[config.mk]
export PLATFORM = sky130hd
export DESIGN_NAME = serial_subtractor_flat
export DESIGN_NICKNAME = d
export VERILOG_FILES = /design/src/rtl/serial_subtractor_pkg.sv /design/src/rtl/serial_subtractor_if.sv /design/src/rtl/serial_subtractor_fs_bl.sv /design/src/rtl/serial_subtractor.sv /design/src/flat_wrapper.sv
export SDC_FILE = /design/constraint.sdc
export NUM_CORES = 1
export LEC_CHECK = 0
export CORE_UTILIZATION = 30
export DETAILED_ROUTE_END_ITERATION = 8
export DONT_BUFFER_PORTS = 1
export HOLD_SLACK_MARGIN = 0.05
export PLACE_DENSITY = 0.49
export SYNTH_ARGS = -nofsm -noshare
export SYNTH_HDL_FRONTEND = slang
export SYNTH_SLANG_ARGS = --single-unit
[constraint.sdc]
create_clock -name clk -period 2.85 [get_ports clk]
set_clock_uncertainty 0.05 [all_clocks]
set_input_delay 0.57 -clock clk [delete_from_list [all_inputs] [get_ports clk]]
set_output_delay 0.57 -clock clk [all_outputs]
set_load 0.05 [all_outputs]
[src/rtl/serial_subtractor_pkg.sv]
// Shared types and helpers for the bit-serial subtractor.
// Provides the FSM state encoding and the counter sizing function.
package serial_subtractor_pkg;

    localparam int DEF_WIDTH = 8;

    typedef enum logic [1:0] {
        IDLE  = 2'd0,
        SHIFT = 2'd1,
        DONE  = 2'd2
    } state_t;

    // The counter only has to reach WIDTH-1, so $clog2(WIDTH) bits are enough.
    function automatic int cnt_width(input int w);
        return (w > 2) ? $clog2(w) : 1;
    endfunction

endpackage

[src/rtl/serial_subtractor_if.sv]
// Start/busy/done handshake and operand/result bus of the serial subtractor.
interface serial_subtractor_if #(
    parameter int WIDTH = 8
);
    logic             start;
    logic [WIDTH-1:0] a;
    logic [WIDTH-1:0] b;
    logic             busy;
    logic             done;
    logic [WIDTH-1:0] diff;
    logic             borrow;

    modport master (
        output start, a, b,
        input  busy, done, diff, borrow
    );

    modport slave (
        input  start, a, b,
        output busy, done, diff, borrow
    );
endinterface

[src/rtl/serial_subtractor_fs_bl.sv]
// Combinational 1-bit full subtractor: diff = ip1 - ip2 - ip3.
// Subtract-direction counterpart of the behavioural adder cell.
module fs_bl (
    input  logic ip1,
    input  logic ip2,
    input  logic ip3,
    output logic borrow,
    output logic diff
);
    assign diff   = ip1 ^ ip2 ^ ip3;
    assign borrow = (~ip1 & ip2) | (~(ip1 ^ ip2) & ip3);
endmodule

[src/rtl/serial_subtractor.sv]
// Bit-serial WIDTH-bit unsigned subtractor, LSB first, one bit per clock.
// One full-subtractor cell plus a registered borrow; result is published on DONE.
module serial_subtractor
    import serial_subtractor_pkg::*;
#(
    parameter int WIDTH = DEF_WIDTH
) (
    input  logic                clk,
    input  logic                rst,
    serial_subtractor_if.slave  bus
);
    localparam int             CW   = cnt_width(WIDTH);
    localparam logic [CW-1:0]  LAST = CW'(WIDTH - 1);

    state_t           state;
    state_t           state_nxt;
    logic             accept;
    logic             last;
    logic [WIDTH-1:0] a_sh;
    logic [WIDTH-1:0] b_sh;
    logic [WIDTH-1:0] r_sh;
    logic [WIDTH-1:0] diff_q;
    logic             borrow_q;
    logic             bin;
    logic [CW-1:0]    cnt;
    logic             d;
    logic             bout;

    fs_bl u_fs (
        .ip1    (a_sh[0]),
        .ip2    (b_sh[0]),
        .ip3    (bin),
        .borrow (bout),
        .diff   (d)
    );

    assign last = (cnt == LAST);

    always_ff @(posedge clk or posedge rst) begin
        if (rst) state <= IDLE;
        else     state <= state_nxt;
    end

    always_comb begin
        state_nxt = state;
        accept    = 1'b0;
        case (state)
            IDLE: begin
                if (bus.start) begin
                    accept    = 1'b1;
                    state_nxt = SHIFT;
                end
            end
            SHIFT: begin
                if (last) state_nxt = DONE;
            end
            DONE: begin
                // Back-to-back request is taken here without an idle bubble.
                if (bus.start) begin
                    accept    = 1'b1;
                    state_nxt = SHIFT;
                end else begin
                    state_nxt = IDLE;
                end
            end
            default: state_nxt = IDLE;
        endcase
    end

    always_ff @(posedge clk or posedge rst) begin
        if (rst) begin
            a_sh     <= '0;
            b_sh     <= '0;
            r_sh     <= '0;
            diff_q   <= '0;
            borrow_q <= 1'b0;
            bin      <= 1'b0;
            cnt      <= '0;
        end else if (accept) begin
            a_sh <= bus.a;
            b_sh <= bus.b;
            bin  <= 1'b0;
            cnt  <= '0;
        end else if (state == SHIFT) begin
            a_sh <= a_sh >> 1;
            b_sh <= b_sh >> 1;
            r_sh <= {d, r_sh[WIDTH-1:1]};
            bin  <= bout;
            cnt  <= cnt + 1'b1;
            if (last) begin
                diff_q   <= {d, r_sh[WIDTH-1:1]};
                borrow_q <= bout;
            end
        end
    end

    assign bus.busy   = (state == SHIFT);
    assign bus.done   = (state == DONE);
    assign bus.diff   = diff_q;
    assign bus.borrow = borrow_q;

endmodule

[src/flat_wrapper.sv]
// flat-port wrapper written by rule: the top's interface ports become plain ports
module serial_subtractor_flat import serial_subtractor_pkg::*;
#(
    parameter int WIDTH = DEF_WIDTH
)
  (clk, rst, bus_start, bus_a, bus_b, bus_busy, bus_done, bus_diff, bus_borrow);
  serial_subtractor_if #(.WIDTH(WIDTH)) bus_i ();
  input  logic clk;
  input  logic rst;
  input wire logic [$bits(bus_i.start)-1:0] bus_start;
  input wire logic [$bits(bus_i.a)-1:0] bus_a;
  input wire logic [$bits(bus_i.b)-1:0] bus_b;
  output wire logic [$bits(bus_i.busy)-1:0] bus_busy;
  output wire logic [$bits(bus_i.done)-1:0] bus_done;
  output wire logic [$bits(bus_i.diff)-1:0] bus_diff;
  output wire logic [$bits(bus_i.borrow)-1:0] bus_borrow;
  assign bus_i.start = bus_start;
  assign bus_i.a = bus_a;
  assign bus_i.b = bus_b;
  assign bus_busy = bus_i.busy;
  assign bus_done = bus_i.done;
  assign bus_diff = bus_i.diff;
  assign bus_borrow = bus_i.borrow;
  serial_subtractor #(.WIDTH(WIDTH)) u_core (.clk(clk), .rst(rst), .bus(bus_i));
endmodule
; After elaboration in Yosys (flattened, before gate mapping)
; Cells that the tools add are included.
[totals]
wordCells = 42
reg_bits = 39
[classes]
n_addsub = 1
n_eq_ne = 5
reduce_logical = 6
mux = 14
n_bitwise = 8
[ops]
columns = op, n
row1 = 2-to-1 mux 8 bit, 4
row2 = 2-to-1 mux 3 bit, 2
row3 = one-hot mux 2 bit (3 select lines), 1
row4 = 2-to-1 mux 1 bit, 5
row5 = 2-to-1 mux 2 bit, 2
row6 = AND reduction 2 bit, 2
row7 = "adder 3 x 1 -> 3 bit, second input constant", 1
row8 = "== test 3 bit, second input constant", 1
row9 = inverter 1 bit, 3
row10 = AND reduction 3 bit, 1
row11 = bitwise AND 1 bit, 2
row12 = "== test 2 x 1 -> 1 bit, second input constant", 1
row13 = "== test 2 bit, second input constant", 1
row14 = zero test 2 bit, 1
row15 = "inequality test 2 x 1 -> 1 bit, second input constant", 1
row16 = "inequality test 2 bit, second input constant", 1
row17 = nonzero test 2 bit, 1
row18 = OR reduction 2 bit, 1
row19 = bitwise XOR 1 bit, 2
row20 = bitwise OR 1 bit, 1

; Logic depth before layout (Yosys ltp)
; Gate-level depths: netlist of the first run.
[logic_depth]
word_depth = 6
depth_mapped = 6
mapped_depth_nobuf = 5

; Hierarchy
; Synthesis of the first run repeated with hierarchy kept, for this count alone.
[hier_totals]
hier_cells = 146
area_unflattened_um2 = 1666.6
[modules_own_cells]
columns = mod, seq_area_each_um2, n_inst, area_per_inst_um2, cells_per_inst
row1 = serial_subtractor, 950.9, 1, 1635.3, 142
row2 = fs_bl, 0.0, 1, 31.3, 4

; Worst setup path after synthesis of the first run
; Ideal clock, no wire load.
[synth_timing]
path_kind = reg2out
start = register u_core.state[0]
end = output bus_done
setup_slack_ns = 1.020
t_arrival_ns = 1.210
stages_incl_launch_ff = 3
path_cell_list = dfrtp_1 buf_4 nor2b_1
[synth_via]
elab_chain_len = 1
[synth_rtl]
columns = element, line
row1 = from (decl), serial_subtractor.sv:15  ; state_t state;
row2 = from (signal assigned), serial_subtractor.sv:41  ; else state <= state_nxt;
row3 = == test 2 bit, serial_subtractor.sv:98  ; assign bus.done = (state == DONE);
row4 = to (decl), flat_wrapper.sv:14  ; output wire logic [$bits(bus_i.done)-1:0] bus_done;
; No other way between the ends.

; Worst setup path after layout of the first run
[layout_timing]
start = register u_core.state[0]
end = output bus_busy
[layout_via]
elab_chain_len = 1
[layout_rtl]
columns = element, line
row1 = == test 2 x 1 -> 1 bit, serial_subtractor.sv:97  ; assign bus.busy = (state == SHIFT);
row2 = to (decl), flat_wrapper.sv:13  ; output wire logic [$bits(bus_i.busy)-1:0] bus_busy;
; No other way between the ends.

==> run_results.csv, run 1 <==
group,metric,value,unit
outcome,status,"complete, no violations",
global_route,grt_pass1_vias,1108,
pwr,p_sw_frac,0.416,
cts,cts_tree,"built",
worst_setup_path,start_kind,"flop",
cts,clk_latency,0.28,ns
cts,cts_resized,0,
synth,synth_nets,173,
pwr,combPwrFrac,0.305,
cts,clkSinkCount,38,
worst_setup_path,critical_path.max_stage_delay,0.77,ns
global_route,grt_start_max_net_pins,39,
finish,finish.utilization,0.336,
die,core_area,0.00554,sq mm
cts,cts_made_buffers,5,
synth,synth_area_per_cell,11.5,sq um
placement,placed_area,0.00175,sq mm
detailed_routing,drtIter0Drc,46,
detailed_routing,drtAntennaViolNets,0,
worst_setup_path,reg2regPathDepth,4,
finish,multiInputGateArea,676,sq um
detailed_routing,drc,0,
cts,clk_pin_slew_worst_paths,0.08,ns
global_route,grt_busiest_layer,"met2",
synth,ys_types,28,
synth,ys.warnings.count,0,
die,fp.dieW,78.0,um
synth,synthMostInstantiatedCell,"dfrtp_1",
global_route,grt.met2_usage,0.178,
synth,synth-edff-count,0,
synth,async_reset_ff_frac,1.00,
detailed_routing,firstDrtPassIters,4,
cts,hold_buffers,0,
worst_setup_path,crit_slowest_cell,"dfrtp_1",
synth,syn_area,0.00173,sq mm
cts,postCtsSetupRepairBufs,0,
global_route,grt_use_met3,0.0376,
pwr,powerDensity,1300,mW/mm^2
finish,drive_gt1_frac,0.152,
sta,setup_viol,0,
sta,fmax,436,MHz
worst_setup_path,crit_required,2.23,ns
detailed_routing,viasPerCell,4.74,
pwr,power_leakage,0.847,nW
die,num_rows,27,
die,num_io_pins,30,
sta,min_period,2.29,ns
sta,tightestPinTransition,0.768,ns
worst_setup_path,worstPathArrival,1.67,ns
synth,ys_seq_area_frac,0.549,
synth,yosys.area.top_type,"dfrtp_1",
sta,tns,0,ns
synth,ys_top_cells_by_count,"dfrtp_1 (38), nand2_1 (23), nor2_1 (8), nor2b_1 (8)",
pwr,power.switching,0.00100,W
sta,hold_viol,0,
finish,fillers,560,
min_path,hold_path_class,"in -> async",
worst_setup_path,cp-end-kind,"output pin",
detailed_routing,vias,1058,
worst_setup_path,crit_fanout,20,
synth,synth_seq_cells,38,
die,dieArea,0.00608,sq mm
global_route,grt_use_met1,0.155,
cts,cts_root_buf,"clkbuf_8",
placement,portBuffers,0,
synth,netlist_instances,151,
sta,slew_headroom,0.487,
worst_setup_path,rrSetupSlack,0.96,ns
global_route,grt_usage,0.117,
cts,cts.path.max_buffers,2,
detailed_routing,wl_per_cell,14.4,um
finish,seqCellArea,951,sq um
worst_setup_path,path_cells,"nand2b_4 > inv_4",
finish,antenna_cells,0,
global_route,gr-total-overflow,0,
pwr,seq_power_share,0.511,
finish,syn2layout_area_growth,7.51,%
pwr,ir_worst_vdd,372,uV
die,die_h,78.0,um
sta,rsz0062_at_grt,"no",
pwr,power_frac_clock,0.185,
worst_setup_path,r2r-end,"u_core.cnt[2]$_DFFE_PP0P_",
global_route,antenna_found_initial,0,
die,initial_core_util,0.313,
job,max_cap_viol_count,0,
sta,finalMaxSlewViolations,0,
finish,fin_nets,172,
synth,synthFlopType,"dfrtp_1",
placement,gp_congestion,0.751,
detailed_routing,wirelength,3200,um
worst_setup_path,criticalPathCategory,"reg -> out",
placement,dp_hpwl,2170,um
finish,fin_area,0.00186,sq mm
cts,htree_levels,2,
global_route,grt_pass1_wl,5460,um
synth,synth.area.top_cells,"dfrtp_1 (55%), mux2_4 (6.1%), nand2_1 (5.0%), mux2i_1 (3.5%), buf_6 (3.3%)",
pwr,internal-power,0.00141,W
synth,yosysTopAreaCellShare,0.549,
worst_setup_path,rr_startpoint,"u_core.state[0]$_DFFE_PP0P_",
sta,min_period_over_period,0.804,
==> logic make-up after synthesis <==
logic type      synth area share
compound gates             0.107
fa+ha+maj                 0.0260
buf+inv                   0.0607
flops                      0.549
mux                        0.108
simple gates               0.149
==> layer usage <==
layer / up-vias / routed length [um] / part of all wire
li1: 517 / - / -
met1: 514 / 1560 / 0.49
met2: 25 / 1460 / 0.46
met3: 2 / 162 / 0.051
met4: 0 / 22 / 0.0069
met5: - / 0 / 0
==> cells in the final DEF, fill, tap and decap left out, drive strengths merged <==
master | Yosys | routed
a211oi | 6 | 6
a21oi | 6 | 6
a22o | 4 | 4
a22oi | 1 | 1
buf | 10 | 2
bufinv | 0 | 1
clkbuf | 0 | 5
clkinv | 0 | 2
dfrtp | 38 | 38
fa | 1 | 1
ha | 2 | 2
inv | 5 | 5
mux2 | 9 | 9
mux2i | 6 | 6
nand2 | 23 | 23
nand2b | 2 | 2
nand3 | 2 | 2
nand3b | 1 | 1
nor2 | 9 | 9
nor2b | 8 | 8
nor3 | 7 | 7
o21ai | 3 | 3
o22ai | 7 | 7
o2bb2ai | 1 | 1
==> worst max path at each step <==
stage | slack [ns] | start | endpoint
after floorplan | 1.02 | u_core.state[0]$_DFFE_PP0P_ | bus_done
after global placement | 0.91 | u_core.state[0]$_DFFE_PP0P_ | bus_busy
after detailed placement | 0.86 | u_core.state[0]$_DFFE_PP0P_ | bus_busy
after CTS | 0.55 | u_core.state[0]$_DFFE_PP0P_ | bus_busy
after global routing | 0.40 | u_core.state[0]$_DFFE_PP0P_ | bus_busy
final | 0.56 | u_core.state[0]$_DFFE_PP0P_ | bus_busy
==> sequential cells by signal, indices dropped and copies added, names as in the netlist <==
signal,cells
u_core.a_sh,8
u_core.r_sh,7
u_core.bus.diff,8
u_core.bin,1
u_core.cnt,3
u_core.state,2
u_core.bus.borrow,1
u_core.b_sh,8
==> power by group through the flow <==
stage / registers, W / logic [W] / clock network (W)
finish: 0.00123 / 0.000737 / 0.000446
global route: 0.00127 / 0.000848 / 0.000487
CTS: 0.00124 / 0.000750 / 0.000465
detailed placement: 0.00125 / 0.000745 / 0
global placement: 0.00124 / 0.000724 / 0
floorplan: 0.00115 / 0.000748 / 0
==> critical path, delay by kind of cell (launching register included) <==
| family | cells | cell delay (ns) |
|---|---|---|
| buffers and inverters | 1 | 0.33 |
| flip-flops | 1 | 0.77 |
| AND/OR/NAND/NOR | 1 | 0.28 |
==> per-stage QoR <==
step | setup slack [ns] | total power, W | std cells | hold slack [ns]
final | 0.558 | 0.00242 | 223 | 0.233
after CTS | 0.552 | 0.00245 | 223 | 0.255
after floorplan | 1.02 | 0.00190 | 151 | 0.395
after global routing | 0.400 | 0.00261 | 223 | 0.290
after global placement | 0.907 | 0.00197 | 215 | 0.431
after detailed placement | 0.864 | 0.00200 | 215 | 0.425
==> cell type report <==
class                   instances  share of cell area
clock buffers                   5              0.0370
clock inverters                 3              0.0215
inverters                       5              0.0114
multi-input cells              98               0.363
flip-flops and latches         38               0.511
well taps                      72              0.0484
repair buffers                  2             0.00806
Note: power is estimated with default switching activity, not from simulation.
==> inputs of run 2 (changes only) <==
==> constraint.sdc (replaced) <==
create_clock -name clk -period 2.15 [get_ports clk]
set_clock_uncertainty 0.05 [all_clocks]
set_input_delay 0.43 -clock clk [delete_from_list [all_inputs] [get_ports clk]]
set_output_delay 0.43 -clock clk [all_outputs]
set_load 0.05 [all_outputs]
==> run_results.csv, run 2 (synthesis results as in run 1) <==
group,metric,value,unit
pwr,combPwrFrac,0.298,
pwr,p_sw_frac,0.396,
detailed_routing,drc,0,
placement,portBuffers,0,
sta,min_period,1.95,ns
cts,cts_root_buf,"clkbuf_8",
cts,cts_tree,"built",
global_route,grt_busiest_layer,"met2",
worst_setup_path,crit_required,1.67,ns
pwr,power_leakage,0.871,nW
global_route,grt_use_met1,0.162,
worst_setup_path,critical_path.max_stage_delay,0.78,ns
global_route,gr-total-overflow,0,
global_route,antenna_found_initial,0,
detailed_routing,viasPerCell,4.76,
sta,setup_viol,0,
finish,syn2layout_area_growth,10.3,%
worst_setup_path,criticalPathCategory,"reg -> out",
global_route,grt_usage,0.125,
sta,finalMaxSlewViolations,0,
placement,gp_congestion,0.725,
sta,min_period_over_period,0.906,
pwr,power_frac_clock,0.220,
finish,finish.utilization,0.345,
cts,clk_latency,0.29,ns
pwr,ir_worst_vdd,787,uV
worst_setup_path,cp-end-kind,"output pin",
cts,hold_buffers,0,
finish,fin_area,0.00191,sq mm
cts,cts_made_buffers,5,
detailed_routing,firstDrtPassIters,4,
die,core_area,0.00554,sq mm
placement,placed_area,0.00177,sq mm
die,fp.dieW,78.0,um
sta,rsz0062_at_grt,"no",
sta,tns,0,ns
worst_setup_path,crit_family,"flip-flops",
sta,slew_headroom,0.551,
job,max_cap_viol_count,0,
die,num_rows,27,
worst_setup_path,crit_slowest_cell,"dfrtp_1",
pwr,seq_power_share,0.482,
global_route,grt_use_met3,0.0494,
worst_setup_path,start_kind,"flop",
die,num_io_pins,30,
cts,cts_resized,0,
finish,fin_nets,174,
detailed_routing,vias,1072,
worst_setup_path,critPathBufInv,1,
cts,cts.path.max_buffers,2,
detailed_routing,wl_per_cell,14.4,um
min_path,hold_path_class,"in -> async",
global_route,grt_start_max_net_pins,39,
cts,htree_levels,2,
detailed_routing,wirelength,3250,um
finish,antenna_cells,0,
placement,dp_hpwl,2190,um
finish,drive_gt1_frac,0.163,
pwr,power.switching,0.00134,W
outcome,status,"complete, no violations",
worst_setup_path,crit_fanout,19,
die,dieArea,0.00608,sq mm
finish,fillers,573,
global_route,grt_pass1_wl,5690,um
cts,clk_pin_slew_worst_paths,0.07,ns
sta,hold_viol,0,
sta,fmax,513,MHz
finish,final_common_cell,"dfrtp_1",
detailed_routing,drtAntennaViolNets,0,
pwr,powerDensity,1770,mW/mm^2
cts,postCtsSetupRepairBufs,0,
die,die_h,78.0,um
finish,final_cell_mix,"dfrtp_1 (38), nand2_1 (23), nor2b_1 (8), nor2_1 (8)",
die,initial_core_util,0.313,
global_route,grt.met2_usage,0.181,
worst_setup_path,worstPathArrival,1.47,ns
sta,tightestPinTransition,0.673,ns
pwr,internal-power,0.00204,W
cts,clkSinkCount,38,
worst_setup_path,path_cells,"nand2b_4 > inv_4",
detailed_routing,drtIter0Drc,41,
global_route,grt_pass1_vias,1128,
-- run 2: changes by cell type in the layout (fill, tap and decap cells not counted), sizes merged --
| cell | delta |
|---|---|
| buf | +2 |
| clkinv | -2 |
| bufinv | +1 |
| clkbuf | +1 |
-- run 2: layout make-up --
class | instances | area, sq um | area share
Clock buffer | 6 | 82.6 | 0.0432
Tap cell | 72 | 90.1 | 0.0472
Clock inverter | 2 | 60.1 | 0.0314
Sequential cell | 38 | 951 | 0.498
Inverter | 5 | 21.3 | 0.0111
Multi-Input combinational cell | 98 | 676 | 0.354
Timing Repair Buffer | 4 | 30.0 | 0.0157
-- run 2: power by group through the flow --
| stage | registers [W] | clock network (W) | logic, W |
|---|---|---|---|
| finish | 0.00163 | 0.000744 | 0.00101 |
| global route | 0.00169 | 0.000797 | 0.00117 |
| CTS | 0.00164 | 0.000764 | 0.00103 |
| detailed placement | 0.00166 | 0 | 0.00102 |
| global placement | 0.00165 | 0 | 0.000994 |
| floorplan | 0.00152 | 0 | 0.000992 |
-- run 2: through the flow --
step	setup WS, ns	power, W	hold WS, ns	instances
floorplan	0.460	0.00251	0.395	151
global placement	0.556	0.00264	0.413	217
detailed placement	0.513	0.00268	0.421	217
CTS	0.198	0.00343	0.107	225
global route	0.0937	0.00366	0.136	225
finish	0.202	0.00339	0.0942	225
-- run 2: worst reg2reg max path, stage by stage, from the launching register on --
cell and delay [ns]:
dfrtp_1 0.78, nand2b_4 0.11, inv_4 0.27, nor2_2 0.13
a22o_1 0.20
-- run 2: final timing paths --
kind                            slack (ns)  cells past startpoint                   startpoint                            end
worst min-delay path                  0.09                      2                          rst  u_core.bus.borrow$_DFFE_PP0P_
worst max-delay path                  0.20                      2  u_core.state[0]$_DFFE_PP0P_                       bus_busy
worst max register to register        0.51                      4  u_core.state[0]$_DFFE_PP0P_      u_core.cnt[2]$_DFFE_PP0P_
worst min register to register        0.45                      1    u_core.cnt[0]$_DFFE_PP0P_      u_core.cnt[0]$_DFFE_PP0P_
min in group clk                      0.23                      1                     bus_b[7]     u_core.b_sh[7]$_DFFE_PP0P_
max in group asynchronous             1.62                      2                          rst    u_core.state[0]$_DFFE_PP0P_
-- run 2: layer usage --
layer	vias to the layer above	share of wire
met3	6	0.070
met5	-	0
met4	0	0.018
li1	521	-
met1	508	0.47
met2	37	0.44
==> inputs of run 3 (changes only) <==
--- a/config.mk
+++ b/config.mk
@@ -5,11 +5,11 @@
 export SDC_FILE = /design/constraint.sdc
 export NUM_CORES = 1
 export LEC_CHECK = 0
-export CORE_UTILIZATION = 30
+export CORE_UTILIZATION = 57
 export DETAILED_ROUTE_END_ITERATION = 8
 export DONT_BUFFER_PORTS = 1
 export HOLD_SLACK_MARGIN = 0.05
-export PLACE_DENSITY = 0.49
+export PLACE_DENSITY = 0.77
 export SYNTH_ARGS = -nofsm -noshare
 export SYNTH_HDL_FRONTEND = slang
 export SYNTH_SLANG_ARGS = --single-unit
==> run_results.csv, run 3 (synthesis results as in run 1) <==
group,metric,value,unit
cts,cts_root_buf,"clkbuf_4",
cts,clk_pin_slew_worst_paths,0.11,ns
sta,tns,0,ns
cts,cts_tree,"built",
cts,htree_levels,2,
detailed_routing,routed-wl-met3,175,um
global_route,grt_start_max_net_pins,39,
die,fp.dieW,57.1,um
cts,cts_made_buffers,5,
detailed_routing,wl_met2,1410,um
die,dieArea,0.00326,sq mm
finish,fillers,211,
detailed_routing,wirelength,2950,um
worst_setup_path,rr_startpoint,"u_core.state[0]$_DFFE_PP0P_",
detailed_routing,drtIter0Drc,39,
placement,portBuffers,0,
die,die_h,57.1,um
pwr,powerDensity,1730,mW/mm^2
sta,min_period_over_period,0.923,
sta,fmax,504,MHz
sta,slew_headroom,0.553,
pwr,p_total,0.00313,W
worst_setup_path,rrSetupSlack,0.51,ns
global_route,grt_usage,0.214,
global_route,grt_pass1_vias,1125,
cts,clk_latency,0.34,ns
worst_setup_path,reg2regPathDepth,4,
placement,placed_area,0.00172,sq mm
worst_setup_path,criticalPathCategory,"reg -> out",
global_route,gr-total-overflow,0,
die,initial_core_util,0.612,
detailed_routing,drtAntennaViolNets,0,
global_route,grt_pass1_wl,5230,um
sta,min_period,1.99,ns
sta,hold_viol,0,
detailed_routing,wl_met1,1320,um
finish,final_cell_mix,"dfrtp_1 (38), nand2_1 (23), nor2b_1 (8), nor2_1 (8)",
min_path,hold_path_class,"in -> reg",
worst_setup_path,start_kind,"flop",
finish,fin_area,0.00181,sq mm
detailed_routing,viasPerCell,5.92,
worst_setup_path,r2r-end,"u_core.cnt[2]$_DFFE_PP0P_",
sta,whs,0.171,ns
outcome,violations,"DRC",
sta,rsz0062_at_grt,"no",
pwr,ir_worst_vdd,792,uV
min_path,hold_path_startpoint,"bus_a[2]",
detailed_routing,drc,2,
detailed_routing,wl_per_cell,16.0,um
detailed_routing,firstDrtPassIters,6,
cts,clkSinkCount,38,
worst_setup_path,crit_fanout,19,
cts,cts.path.max_buffers,2,
sta,finalMaxSlewViolations,0,
job,max_cap_viol_count,0,
pwr,power_leakage,0.848,nW
global_route,antenna_found_initial,0,
outcome,status,"complete, but fails checks",
finish,final_common_cell,"dfrtp_1",
sta,tightestPinTransition,0.671,ns
worst_setup_path,crit_required,1.67,ns
detailed_routing,vias,1090,
finish,syn2layout_area_growth,4.41,%
die,core_area,0.00283,sq mm
detailed_routing,highest_layer,"met4",
min_path,holdPathStages,2,
worst_setup_path,worstPathArrival,1.51,ns
placement,gp_congestion,0.773,
finish,fin_nets,175,
finish,drive_gt1_frac,0.157,
min_path,hold-path-endpoint,"u_core.a_sh[2]$_DFFE_PP0P_",
die,num_rows,19,
worst_setup_path,cp-end-kind,"output pin",
sta,setup_viol,0,
die,num_io_pins,30,
placement,dp_hpwl,2000,um
finish,antenna_cells,0,
[run 3: cell types whose count changed in the layout (fill, tap and decap cells not counted)]
cell / previous run / this run
clkbuf_8: 6 / 1
clkbuf_4: 0 / 5
dlygate4sd3_1: 0 / 1
bufinv_16: 2 / 1
[run 3: through the flow]
step,setup slack (ns),util,std cells
final,0.165,0.639,184
after global routing,0.0551,0.639,184
after floorplan,0.460,-,151
after CTS,0.162,0.639,184
after global placement,0.591,0.607,176
after detailed placement,0.544,0.607,176
[run 3: layer usage]
layer / up-vias / global-route usage
li1: 528 / -
met1: 528 / 0.275
met2: 28 / 0.331
met3: 6 / 0.0816
met4: 0 / 0.0836
met5: - / 0
[run 3: what timing repair did]
| action | CTS | global route |
|---|---|---|
| resized for setup | 0 | 0 |
| setup buffers | 0 | 0 |
| hold buffers | 1 | 0 |
| hold endpoints to repair | 38 | 0 |
[run 3: how the worst max path moves through the flow]
| stage | slack, ns | endpoint | depth (start not counted) | from |
|---|---|---|---|---|
| finish | 0.16 | bus_busy | 2 | u_core.state[0]$_DFFE_PP0P_ |
| global route | 0.06 | bus_busy | 2 | u_core.state[0]$_DFFE_PP0P_ |
| CTS | 0.16 | bus_busy | 2 | u_core.state[0]$_DFFE_PP0P_ |
| detailed placement | 0.54 | u_core.a_sh[7]$_DFFE_PP0P_ | 4 | u_core.state[0]$_DFFE_PP0P_ |
| global placement | 0.59 | bus_busy | 2 | u_core.state[0]$_DFFE_PP0P_ |
| floorplan | 0.46 | bus_done | 2 | u_core.state[0]$_DFFE_PP0P_ |
[run 3: critical path, stage by stage (launching register included)]
cell and delay (ns):
dfrtp_1 0.79, nand2b_4 0.11, inv_4 0.27
[run 3: report_power, final]
part,switching (W),internal [W],total [W]
clock network,0.000222,0.000271,0.000493
logic,0.000505,0.000493,0.000998
registers,0.000583,0.00105,0.00163
[run 3: final cells by class]
| cell class | instances | area [sq um] | share of cell area |
|---|---|---|---|
| Tap cell | 31 | 38.8 | 0.0215 |
| Inverter | 5 | 21.3 | 0.0118 |
| Sequential cell | 38 | 951 | 0.526 |
| Clock inverter | 1 | 30.0 | 0.0166 |
| Clock buffer | 6 | 51.3 | 0.0284 |
| Timing Repair Buffer | 5 | 40.0 | 0.0221 |
| Multi-Input combinational cell | 98 | 676 | 0.374 |
